## config.mk

```make
export PLATFORM = sky130hd
export DESIGN_NAME = bin_to_bcd_serial
export DESIGN_NICKNAME = d
export VERILOG_FILES = /design/src/rtl/bcd_pkg.sv /design/src/rtl/bcd_digit_adj.sv /design/src/rtl/bin_to_bcd_serial.sv
export SDC_FILE = /design/constraint.sdc
export NUM_CORES = 1
export LEC_CHECK = 0
export CORE_ASPECT_RATIO = 1.25
export CORE_MARGIN = 8
export CORE_UTILIZATION = 40
export CTS_CLUSTER_DIAMETER = 100
export CTS_CLUSTER_SIZE = 24
export DETAILED_ROUTE_END_ITERATION = 8
export GPL_TIMING_DRIVEN = 0
export PLACE_DENSITY = 0.58
export SYNTH_ARGS = -nofsm -noshare
export SYNTH_HDL_FRONTEND = slang
export SYNTH_SLANG_ARGS = --single-unit
export TNS_END_PERCENT = 1
```

## constraint.sdc

```tcl
create_clock -name i_clk -period 3.5 [get_ports i_clk]
set_input_delay 0.7 -clock i_clk [delete_from_list [all_inputs] [get_ports i_clk]]
set_output_delay 0.7 -clock i_clk [all_outputs]
set_load 0.03 [all_outputs]
```

## src/rtl/bcd_pkg.sv

```systemverilog
// -----------------------------------------------------------------------------
// bcd_pkg
// Shared constants and state type for the serial binary-to-BCD converter.
//   BCD_DIGIT_W    : width of one BCD digit
//   BCD_ADJ_THRESH : digit value at or above which the add-3 correction applies
//   BCD_ADJ_ADD    : correction amount
//   BCD_NINE       : digit value used when the result saturates
//   state_t        : converter FSM states
// -----------------------------------------------------------------------------
package bcd_pkg;

  localparam int         BCD_DIGIT_W    = 4;
  localparam logic [3:0] BCD_ADJ_THRESH = 4'd5;
  localparam logic [3:0] BCD_ADJ_ADD    = 4'd3;
  localparam logic [3:0] BCD_NINE       = 4'd9;

  typedef enum logic {
    ST_IDLE  = 1'b0,
    ST_SHIFT = 1'b1
  } state_t;

endpackage : bcd_pkg

```

## src/rtl/bcd_digit_adj.sv

```systemverilog
// -----------------------------------------------------------------------------
// bcd_digit_adj
// Combinational add-3 correction for one BCD digit of the double-dabble
// algorithm: digits of 5 or more get +3 so the following left shift carries
// correctly into the next decimal digit. Pure 4-bit arithmetic, no carry out.
// Ports:
//   i_digit : scratch digit before correction
//   o_digit : corrected digit
// -----------------------------------------------------------------------------
module bcd_digit_adj
  import bcd_pkg::*;
(
  input  logic [BCD_DIGIT_W-1:0] i_digit,
  output logic [BCD_DIGIT_W-1:0] o_digit
);

  assign o_digit = (i_digit >= BCD_ADJ_THRESH) ? (i_digit + BCD_ADJ_ADD) : i_digit;

endmodule : bcd_digit_adj

```

## src/rtl/bin_to_bcd_serial.sv

```systemverilog
// -----------------------------------------------------------------------------
// bin_to_bcd_serial
// Sequential binary-to-BCD converter (shift-and-add-3), one input bit per
// clock, with start/busy/done handshake. Values that do not fit in DIGITS
// decimal digits saturate to all nines and raise o_overflow.
//
// Optional feature macro: BIN_TO_BCD_BLANK_EN
//   When defined, o_blank (registered leading-zero blank mask) is present.
//
// Parameters:
//   BIN_W  : binary input width (4..32)
//   DIGITS : number of BCD digits produced (1..10)
// Ports:
//   i_clk      : rising-edge clock
//   i_rst      : asynchronous active-high reset
//   i_start    : conversion request, sampled only while idle
//   i_numb     : unsigned binary value, latched on an accepted start
//   o_busy     : conversion in progress
//   o_done     : one-cycle pulse when o_bcd/o_overflow (and o_blank) update
//   o_bcd      : packed BCD result, digit 0 (ones) in bits [3:0]
//   o_overflow : last result was >= 10**DIGITS
//   o_blank    : (BIN_TO_BCD_BLANK_EN only) bit i set when digit i and all
//                higher digits are zero; bit 0 always clear
//
// States:
//   ST_IDLE  | waiting for i_start, outputs held
//   ST_SHIFT | adjusting and shifting one bit per cycle
// -----------------------------------------------------------------------------
module bin_to_bcd_serial
  import bcd_pkg::*;
#(
  parameter int BIN_W  = 16,
  parameter int DIGITS = 5
) (
  input  logic                          i_clk,
  input  logic                          i_rst,
  input  logic                          i_start,
  input  logic [BIN_W-1:0]              i_numb,
  output logic                          o_busy,
  output logic                          o_done,
  output logic [BCD_DIGIT_W*DIGITS-1:0] o_bcd,
  output logic                          o_overflow
`ifdef BIN_TO_BCD_BLANK_EN
  ,
  output logic [DIGITS-1:0]             o_blank
`endif
);

  localparam int CNT_W = $clog2(BIN_W + 1);
  localparam int BCD_W = BCD_DIGIT_W * DIGITS;

  state_t             r_state;
  state_t             w_state_nxt;
  logic [BIN_W-1:0]   r_shreg;
  logic [BCD_W-1:0]   r_scratch;
  logic               r_sticky;
  logic [CNT_W-1:0]   r_cnt;
  logic [BCD_W-1:0]   r_bcd;
  logic               r_overflow;
  logic               r_done;

  logic               w_load;
  logic               w_shift;
  logic               w_finish;

  logic [BCD_W-1:0]   w_adj;
  logic [BCD_W-1:0]   w_scratch_nxt;
  logic [BIN_W-1:0]   w_shreg_nxt;
  logic               w_sticky_nxt;
  logic [BCD_W-1:0]   w_res_bcd;

  // ---------------------------------------------------------------------------
  // Per-digit add-3 correction on the current scratch digits
  // ---------------------------------------------------------------------------
  for (genvar g = 0; g < DIGITS; g++) begin : g_adj
    bcd_digit_adj u_adj (
      .i_digit (r_scratch[BCD_DIGIT_W*g +: BCD_DIGIT_W]),
      .o_digit (w_adj[BCD_DIGIT_W*g +: BCD_DIGIT_W])
    );
  end

  // {scratch, shreg} shifted left by one after correction. The bit leaving the
  // top digit would belong to a digit we do not have, so it marks overflow.
  assign w_scratch_nxt = {w_adj[BCD_W-2:0], r_shreg[BIN_W-1]};
  assign w_shreg_nxt   = {r_shreg[BIN_W-2:0], 1'b0};
  assign w_sticky_nxt  = r_sticky | w_adj[BCD_W-1];

  // Result as it will stand after the final shift, saturated when needed
  assign w_res_bcd = w_sticky_nxt ? {DIGITS{BCD_NINE}} : w_scratch_nxt;

  // ---------------------------------------------------------------------------
  // FSM
  // ---------------------------------------------------------------------------
  always_ff @(posedge i_clk or posedge i_rst) begin
    if (i_rst) begin
      r_state <= ST_IDLE;
    end else begin
      r_state <= w_state_nxt;
    end
  end

  always_comb begin
    w_state_nxt = r_state;
    w_load      = 1'b0;
    w_shift     = 1'b0;
    w_finish    = 1'b0;
    case (r_state)
      ST_IDLE: begin
        if (i_start) begin
          w_load      = 1'b1;
          w_state_nxt = ST_SHIFT;
        end
      end
      ST_SHIFT: begin
        w_shift = 1'b1;
        // Counter reaches zero on this edge: this is the last shift
        if (r_cnt == CNT_W'(1)) begin
          w_finish    = 1'b1;
          w_state_nxt = ST_IDLE;
        end
      end
      default: begin
        w_state_nxt = ST_IDLE;
      end
    endcase
  end

  // ---------------------------------------------------------------------------
  // Datapath
  // ---------------------------------------------------------------------------
  always_ff @(posedge i_clk or posedge i_rst) begin
    if (i_rst) begin
      r_shreg    <= '0;
      r_scratch  <= '0;
      r_sticky   <= 1'b0;
      r_cnt      <= '0;
      r_bcd      <= '0;
      r_overflow <= 1'b0;
      r_done     <= 1'b0;
    end else begin
      r_done <= w_finish;
      if (w_load) begin
        r_shreg   <= i_numb;
        r_scratch <= '0;
        r_sticky  <= 1'b0;
        r_cnt     <= CNT_W'(BIN_W);
      end else if (w_shift) begin
        r_shreg   <= w_shreg_nxt;
        r_scratch <= w_scratch_nxt;
        r_sticky  <= w_sticky_nxt;
        r_cnt     <= r_cnt - CNT_W'(1);
      end
      if (w_finish) begin
        r_bcd      <= w_res_bcd;
        r_overflow <= w_sticky_nxt;
      end
    end
  end

  assign o_busy     = (r_state == ST_SHIFT);
  assign o_done     = r_done;
  assign o_bcd      = r_bcd;
  assign o_overflow = r_overflow;

`ifdef BIN_TO_BCD_BLANK_EN
  // ---------------------------------------------------------------------------
  // Leading-zero blank mask, computed from the final scratch and registered
  // alongside the result. Digit 0 is never blanked so zero shows as "0".
  // ---------------------------------------------------------------------------
  localparam logic [DIGITS-1:0] BLANK_RST = ~DIGITS'(1);

  logic [DIGITS-1:0] r_blank;
  logic [DIGITS-1:0] w_blank_nxt;
  logic              w_zero_above;

  always_comb begin
    w_blank_nxt  = '0;
    w_zero_above = 1'b1;
    for (int i = DIGITS - 1; i >= 0; i--) begin
      w_zero_above   = w_zero_above & (w_scratch_nxt[BCD_DIGIT_W*i +: BCD_DIGIT_W] == '0);
      w_blank_nxt[i] = w_zero_above;
    end
    w_blank_nxt[0] = 1'b0;
    if (w_sticky_nxt) begin
      w_blank_nxt = '0;
    end
  end

  always_ff @(posedge i_clk or posedge i_rst) begin
    if (i_rst) begin
      r_blank <= BLANK_RST;
    end else if (w_finish) begin
      r_blank <= w_blank_nxt;
    end
  end

  assign o_blank = r_blank;
`endif

endmodule : bin_to_bcd_serial

```

==> PnR_summary.wiki, run 1 <==
{| class="wikitable"
! Metric !! Value
|-
| Clock tree from TritonCTS || yes
|-
| Endpoint required time on the critical path || 2.80 ns
|-
| Total number of H-tree levels || 3
|-
| Fraction of final layout cells sized beyond drive strength 1 || 12.0%
|-
| Violation count after the first detailed-route iteration || 126
|-
| Layout fillers || 727
|-
| Die span in y || 115 µm
|-
| Post-CTS Hold Fix Bufs || 0
|-
| Via count || 2394
|-
| Startpoint of the lowest-slack hold path || r_shreg[8]
|-
| Via count of the first global-routing pass || 2507
|-
| Library cells used by synthesis || 28
|-
| Clock Tree Buf Depth || 2
|-
| CTS clock-pin slew for the worst setup and hold paths || 0.07 ns
|-
| Peak VDD IR || 335 µV
|-
| Top-level port count || 42
|-
| Total leakage power || 1.65 nW
|-
| Transition at the pin with the smallest max-transition slack || 0.819 ns
|-
| Hpwl dp || 4.95 mm
|-
| Post CTS Setup Buffer Count || 0
|-
| Peak Freq || 447 MHz
|-
| Floorplan die area || 11000 µm²
|-
| Crit path max fanout || 6
|-
| Root cell of the clock tree || sky130_fd_sc_hd__clkbuf_8
|-
| Areal power density over the cells || 896 nW/µm²
|-
| Slowest stage delay, CP || 0.72 ns
|-
| All-Layer GR Usage || 13.9%
|-
| Port-buffer cells || 41
|-
| Nature of the critical path startpoint || register
|-
| Number of buffers inserted during clock tree synthesis || 9
|-
| Type of the tightest min-delay check || register to register
|-
| Post-route minimum period || 2.24 ns
|-
| Starting density of the core || 40.9%
|-
| Clock tree sinks || 65
|-
| Layout-stage area growth over the synthesis result || 22.0%
|-
| Worst path bufs/invs || 1
|-
| Drt via density || 5.19
|-
| Post-route core utilization || 49.9%
|-
| Final setup violating endpoints || 0
|-
| Post-synthesis sequential area ratio || 51.7%
|-
| Synth Warn # || 0
|-
| Setup crit start || o_busy
|-
| Syn avg cell area || 10.2 µm²
|-
| Number of nets produced by synthesis || 341
|-
| Flop and latch count out of synthesis || 65
|-
| Number of iterations in the first detailed-routing pass || 4
|-
| Worst slew margin relative to its limit || 45.4%
|-
| CP top delay family || buffers and inverters
|-
| Global route overflow || 0
|-
| Floorplan row count || 36
|-
| Final antenna-violating net count || 0
|-
| Maximum number of pins on one net before global-route repair || 66
|-
| Routability congestion estimate from global placement || 0.799
|-
| Cell type of the slowest stage on the worst timing path || sky130_fd_sc_hd__clkdlybuf4s50_1
|-
| Worst skew pair latency || 0.34 ns
|-
| Worst EP arrival || 1.54 ns
|-
| Total length of routed wires || 6.96 mm
|-
| Endpoint kind of the worst setup timing path || output port
|-
| Die W || 95.3 µm
|-
| Final critical-path share of the clock period || 63.9%
|-
| Critical setup path kind || register to output port
|-
| Setup TNS || 0 ns
|-
| Average wire per cell in the routed design || 15.1 µm
|-
| Cells after Synth || 310
|-
| Final-stage net count || 393
|-
| Beginning of the worst register-to-register path || r_scratch[16]
|-
| Antenna fix cells || 0
|-
| Number of antenna violations at the first check in global routing || 0
|-
| # DRC || 0
|-
| Quantity of gates resized following cts || 0
|-
| Count of max-cap constraint violations || 0
|-
| Netlist Area Pre-Place || 3150 µm²
|-
| Outcome || finished clean
|-
| Core region area || 7700 µm²
|-
| RSZ-0062 raised after global routing || false
|-
| Series of cell instances along the critical path || clkdlybuf4s50_1
|-
| Final Hold Violating Endpoints || 0
|-
| Worst Clk Skew || 0.0100 ns
|-
| Total count of max-transition violations in the final report || 0
|-
| Wire length of the first global-routing pass || 11.8 mm
|}
## metal layers
metal	global-route usage, %	wire [µm]
met1	16.2	3100
met2	22.8	3300
met3	3.33	400
met4	7.83	156
met5	0	0
## Yosys cell counts
library cell / n / share of area, %
sky130_fd_sc_hd__a211o_1: 1 / 0.28
sky130_fd_sc_hd__a211oi_1: 1 / 0.24
sky130_fd_sc_hd__a21oi_1: 17 / 2.7
sky130_fd_sc_hd__a31oi_1: 9 / 1.8
sky130_fd_sc_hd__buf_2: 8 / 1.3
sky130_fd_sc_hd__buf_6: 1 / 0.36
sky130_fd_sc_hd__clkbuf_1: 9 / 1.1
sky130_fd_sc_hd__dfrtp_1: 65 / 52
sky130_fd_sc_hd__ha_1: 12 / 4.8
sky130_fd_sc_hd__inv_1: 14 / 1.7
sky130_fd_sc_hd__inv_2: 2 / 0.24
sky130_fd_sc_hd__mux2_2: 5 / 1.8
sky130_fd_sc_hd__mux2i_1: 17 / 5.4
sky130_fd_sc_hd__nand2_1: 31 / 3.7
sky130_fd_sc_hd__nand2b_1: 6 / 1.2
sky130_fd_sc_hd__nand3_1: 19 / 3.0
sky130_fd_sc_hd__nand4b_2: 1 / 0.48
sky130_fd_sc_hd__nor2_1: 16 / 1.9
sky130_fd_sc_hd__nor3_1: 2 / 0.32
sky130_fd_sc_hd__nor3b_1: 9 / 2.1
sky130_fd_sc_hd__nor3b_2: 1 / 0.40
sky130_fd_sc_hd__o21ai_0: 6 / 0.95
sky130_fd_sc_hd__o21ai_1: 39 / 6.2
sky130_fd_sc_hd__o21ai_2: 1 / 0.28
sky130_fd_sc_hd__o31ai_1: 1 / 0.24
sky130_fd_sc_hd__o31ai_2: 10 / 4.0
sky130_fd_sc_hd__xnor2_1: 6 / 1.7
sky130_fd_sc_hd__xor2_1: 1 / 0.28
## worst paths after layout
| path | end | slack, ns | cells after the start |
|---|---|---|---|
| min reg2reg | r_shreg[9] | 0.49 | 2 |
| min | r_shreg[9] | 0.49 | 2 |
| max in group asynchronous | o_overflow | 2.08 | 2 |
| max reg2reg | o_bcd[16] | 1.60 | 7 |
| min in group asynchronous | o_bcd[18] | 0.86 | 2 |
| max | o_busy | 1.26 | 1 |
## state kept, by name (all words and copies together), names as in the netlist
register / flops
o_bcd: 20
r_scratch: 20
r_shreg: 16
r_cnt: 5
o_busy: 1
o_done: 1
o_overflow: 1
r_sticky: 1
## stage by stage
stage	setup slack, ns	total power, W	area [µm²]	std cells	hold WS [ns]
2_1_floorplan	1.17	0.00243	3150	310	0.455
3_3_place_gp	-0.0663	0.00289	3680	446	0.468
3_5_place_dp	1.43	0.00294	3680	446	0.473
4_1_cts	1.24	0.00349	3840	461	0.490
5_1_grt	1.20	0.00372	3840	461	0.513
6_report	1.26	0.00344	3840	461	0.486
## placed cells by master, fill, tap and decap left out, types with 8 or more instances in the layout
| cell type | Yosys | final |
|---|---|---|
| sky130_fd_sc_hd__a21oi_1 | 17 | 17 |
| sky130_fd_sc_hd__a31oi_1 | 9 | 9 |
| sky130_fd_sc_hd__buf_2 | 8 | 8 |
| sky130_fd_sc_hd__clkbuf_1 | 9 | 10 |
| sky130_fd_sc_hd__clkbuf_8 | 0 | 10 |
| sky130_fd_sc_hd__clkdlybuf4s50_1 | 0 | 41 |
| sky130_fd_sc_hd__dfrtp_1 | 65 | 65 |
| sky130_fd_sc_hd__ha_1 | 12 | 12 |
| sky130_fd_sc_hd__inv_1 | 14 | 13 |
| sky130_fd_sc_hd__mux2i_1 | 17 | 17 |
| sky130_fd_sc_hd__nand2_1 | 31 | 31 |
| sky130_fd_sc_hd__nand3_1 | 19 | 19 |
| sky130_fd_sc_hd__nor2_1 | 16 | 16 |
| sky130_fd_sc_hd__nor3b_1 | 9 | 9 |
| sky130_fd_sc_hd__o21ai_1 | 39 | 39 |
| sky130_fd_sc_hd__o31ai_2 | 10 | 10 |
## cell families after synthesis
logic type	synth area share [%]
compound gates	16.7
xor+xnor	1.95
fa+ha+maj	4.77
buf+inv	4.61
flops	51.7
mux	7.19
simple gates	13.2
## final cells by class
class                   count  area [µm²]  share of cell area, %
plain buffers              18        85.1                   2.21
clock buffers              11         141                   3.68
clock inverters             4        20.0                  0.521
inverters                  16        62.6                   1.63
multi-input cells         211        1380                   35.8
flip-flops and latches     65        1630                   42.3
well taps                  95         119                   3.09
repair buffers             41         410                   10.7
## report_power, final
| group | switching (W) | internal, W |
|---|---|---|
| Sequential | 0.000230 | 0.00106 |
| Clock | 0.000275 | 0.000267 |
| Combinational | 0.000940 | 0.000670 |
(Power assumes the default switching activity.)
==> run 2: changes to the inputs <==
==> constraint.sdc (replaced) <==
create_clock -name i_clk -period 2.32 [get_ports i_clk]
set_input_delay 0.464 -clock i_clk [delete_from_list [all_inputs] [get_ports i_clk]]
set_output_delay 0.464 -clock i_clk [all_outputs]
set_load 0.03 [all_outputs]
==> results of run 2 <==
The final DEF is identical to that of run 1. Status: finished clean.
Among the figures that moved: setup slack after placement 1.43 ns -> 0.387 ns; setup slack after layout 1.26 ns -> 0.320 ns; register-to-register setup slack 1.60 ns -> 0.42 ns; total power 0.00344 W -> 0.00519 W; worst IR drop on VDD 335 µV -> 505 µV
==> run 3: changes to the inputs <==
--- a/config.mk
+++ b/config.mk
@@ -12,7 +12,7 @@
 export CTS_CLUSTER_SIZE = 24
 export DETAILED_ROUTE_END_ITERATION = 8
 export GPL_TIMING_DRIVEN = 0
-export PLACE_DENSITY = 0.58
+export PLACE_DENSITY_LB_ADDON = 0.25
 export SYNTH_ARGS = -nofsm -noshare
 export SYNTH_HDL_FRONTEND = slang
 export SYNTH_SLANG_ARGS = --single-unit
==> run 3 against run 2 <==
Compared with the run above: clock skew about the same; clock-buffer cell count decreased by 1; global-route usage decreased by 0.30 points; worst hold slack got worse by 0.0022 ns; design area increased by 1.7%; maximum frequency decreased by 1.3%; non-clock buffer count increased by 1; sequential share of layout area decreased by 0.72 points; worst setup slack got worse by 0.026 ns; clock power increased by 26%; flip-flop and latch count unchanged; die area unchanged; critical path type unchanged.
==> PnR_summary.wiki, run 3 (synthesized netlist as in run 1, its figures left out) <==
{| class="wikitable"
! Metric !! Value
|-
| CTS clock-pin slew for the worst setup and hold paths || 0.07 ns
|-
| Worst path bufs/invs || 1
|-
| Worst Clk Skew || 0.00964 ns
|-
| Placement-stage worst setup slack || 0.450 ns
|-
| Clock Tree Buf Depth || 2
|-
| Endpoint kind of the worst setup timing path || output port
|-
| Die span in y || 115 µm
|-
| Most frequent cells in the layout || sky130_fd_sc_hd__dfrtp_1 (65), sky130_fd_sc_hd__clkdlybuf4s50_1 (41), sky130_fd_sc_hd__o21ai_1 (39)
|-
| Type of the tightest min-delay check || register to register
|-
| Top-level port count || 42
|-
| Peak VDD IR || 674 µV
|-
| Reg2Reg Depth || 7
|-
| Post CTS Setup Buffer Count || 0
|-
| Transition at the pin with the smallest max-transition slack || 0.759 ns
|-
| Post-route core utilization || 50.7%
|-
| Worst EP arrival || 1.56 ns
|-
| Reg-to-Reg End || o_bcd[19]
|-
| Hpwl dp || 4.94 mm
|-
| Number of cells on the critical path || 1
|-
| Slowest stage delay, CP || 0.74 ns
|-
| Total number of H-tree levels || 3
|-
| Floorplan row count || 36
|-
| Nature of the critical path startpoint || register
|-
| Port-buffer cells || 41
|-
| Setup TNS || 0 ns
|-
| Layout-stage area growth over the synthesis result || 24.1%
|-
| Outcome || finished clean
|-
| Number of buffers inserted during clock tree synthesis || 9
|-
| Final setup violating endpoints || 0
|-
| Die W || 95.3 µm
|-
| Peak Freq || 494 MHz
|-
| Final Hold Violating Endpoints || 0
|-
| Quantity of gates resized following cts || 0
|-
| Violation count after the first detailed-route iteration || 100
|-
| Total leakage power || 1.68 nW
|-
| Final antenna-violating net count || 0
|-
| Fraction of final layout cells sized beyond drive strength 1 || 12.5%
|-
| Via count of the first global-routing pass || 2521
|-
| Post-CTS Hold Fix Bufs || 0
|-
| Worst slew margin relative to its limit || 49.3%
|-
| Root cell of the clock tree || sky130_fd_sc_hd__clkbuf_8
|-
| Via count || 2395
|-
| Antenna fix cells || 0
|-
| Floorplan die area || 11000 µm²
|-
| Number of cells on the worst hold path || 2
|-
| Total count of max-transition violations in the final report || 0
|-
| Cell type of the slowest stage on the worst timing path || sky130_fd_sc_hd__clkdlybuf4s50_1
|-
| Series of cell instances along the critical path || clkdlybuf4s50_1
|-
| Setup crit start || o_busy
|-
| Number of iterations in the first detailed-routing pass || 4
|-
| Drt via density || 5.17
|-
| RSZ-0062 raised after global routing || false
|-
| Core region area || 7700 µm²
|-
| Maximum number of pins on one net before global-route repair || 37
|-
| Clock tree sinks || 65
|-
| Final setup margin || 0.295 ns
|-
| # DRC || 0
|-
| Final-stage net count || 394
|-
| Average wire per cell in the routed design || 14.8 µm
|-
| Total length of routed wires || 6.85 mm
|-
| R2R setup slack || 0.47 ns
|-
| Crit path max fanout || 6
|-
| Areal power density over the cells || 1390 nW/µm²
|-
| Number of antenna violations at the first check in global routing || 0
|-
| Critical path destination || o_busy
|-
| Wire length of the first global-routing pass || 11.7 mm
|-
| Endpoint required time on the critical path || 1.86 ns
|-
| Critical setup path kind || register to output port
|-
| Post-route minimum period || 2.03 ns
|-
| Global route overflow || 0
|-
| All-Layer GR Usage || 13.6%
|-
| Beginning of the worst register-to-register path || r_scratch[16]
|-
| Count of max-cap constraint violations || 0
|-
| Most frequent standard cell in the layout excluding fill and tap cells || sky130_fd_sc_hd__dfrtp_1
|-
| Final critical-path share of the clock period || 87.3%
|-
| Starting density of the core || 40.9%
|-
| Clock tree from TritonCTS || yes
|-
| Worst skew pair latency || 0.33 ns
|-
| CP top delay family || buffers and inverters
|-
| Routability congestion estimate from global placement || 0.788
|}
run 3: cell types whose count changed in the layout (fill, tap and decap cells not counted):
cell	previous run	this run
sky130_fd_sc_hd__inv_4	1	0
sky130_fd_sc_hd__clkinv_2	4	3
sky130_fd_sc_hd__bufinv_16	0	2
sky130_fd_sc_hd__clkinvlp_4	0	1
sky130_fd_sc_hd__inv_2	2	3
sky130_fd_sc_hd__buf_12	0	1
sky130_fd_sc_hd__clkbuf_8	10	9
run 3: where the power goes:
part	switching (W)	internal [W]
Clock	0.000431	0.000600
Combinational	0.00142	0.00101
Sequential	0.000352	0.00160
Total	0.00220	0.00321
run 3: how the worst min path moves through the flow:
stage | startpoint | end | slack, ns
4_1_cts | r_shreg[6] | r_shreg[7] | 0.49
6_report | r_shreg[6] | r_shreg[7] | 0.48
2_1_floorplan | r_shreg[9] | r_shreg[10] | 0.45
3_3_place_gp | r_shreg[10] | r_shreg[11] | 0.47
3_5_place_dp | o_bcd[14] | o_bcd[14] | 0.48
5_1_grt | o_bcd[13] | o_bcd[13] | 0.51
run 3: per-stage QoR:
| stage | instance area [µm²] | std cells | hold slack, ns | total power, W |
|---|---|---|---|---|
| after detailed placement | 3700 | 447 | 0.475 | 0.00443 |
| after floorplan | 3150 | 310 | 0.455 | 0.00366 |
| after global placement | 3680 | 446 | 0.466 | 0.00434 |
| after CTS | 3910 | 463 | 0.490 | 0.00549 |
| after global routing | 3910 | 463 | 0.510 | 0.00584 |
| final | 3910 | 463 | 0.484 | 0.00541 |
run 3: layout make-up:
type                            instances  area (µm²)
Timing Repair Buffer                   42         430
Clock buffer                           10         128
Clock inverter                          6        82.6
Buffer                                 18        85.1
Tap cell                               95         119
Sequential cell                        65        1630
Inverter                               16        60.1
Multi-Input combinational cell        211        1380
Fill cell                             724        3790
run 3: metal layers:
layer | wire, µm | GRT usage, %
met5 | 0 | 0
met4 | 129 | 6.05
met3 | 405 | 4.18
met2 | 3340 | 22.6
met1 | 2980 | 15.6
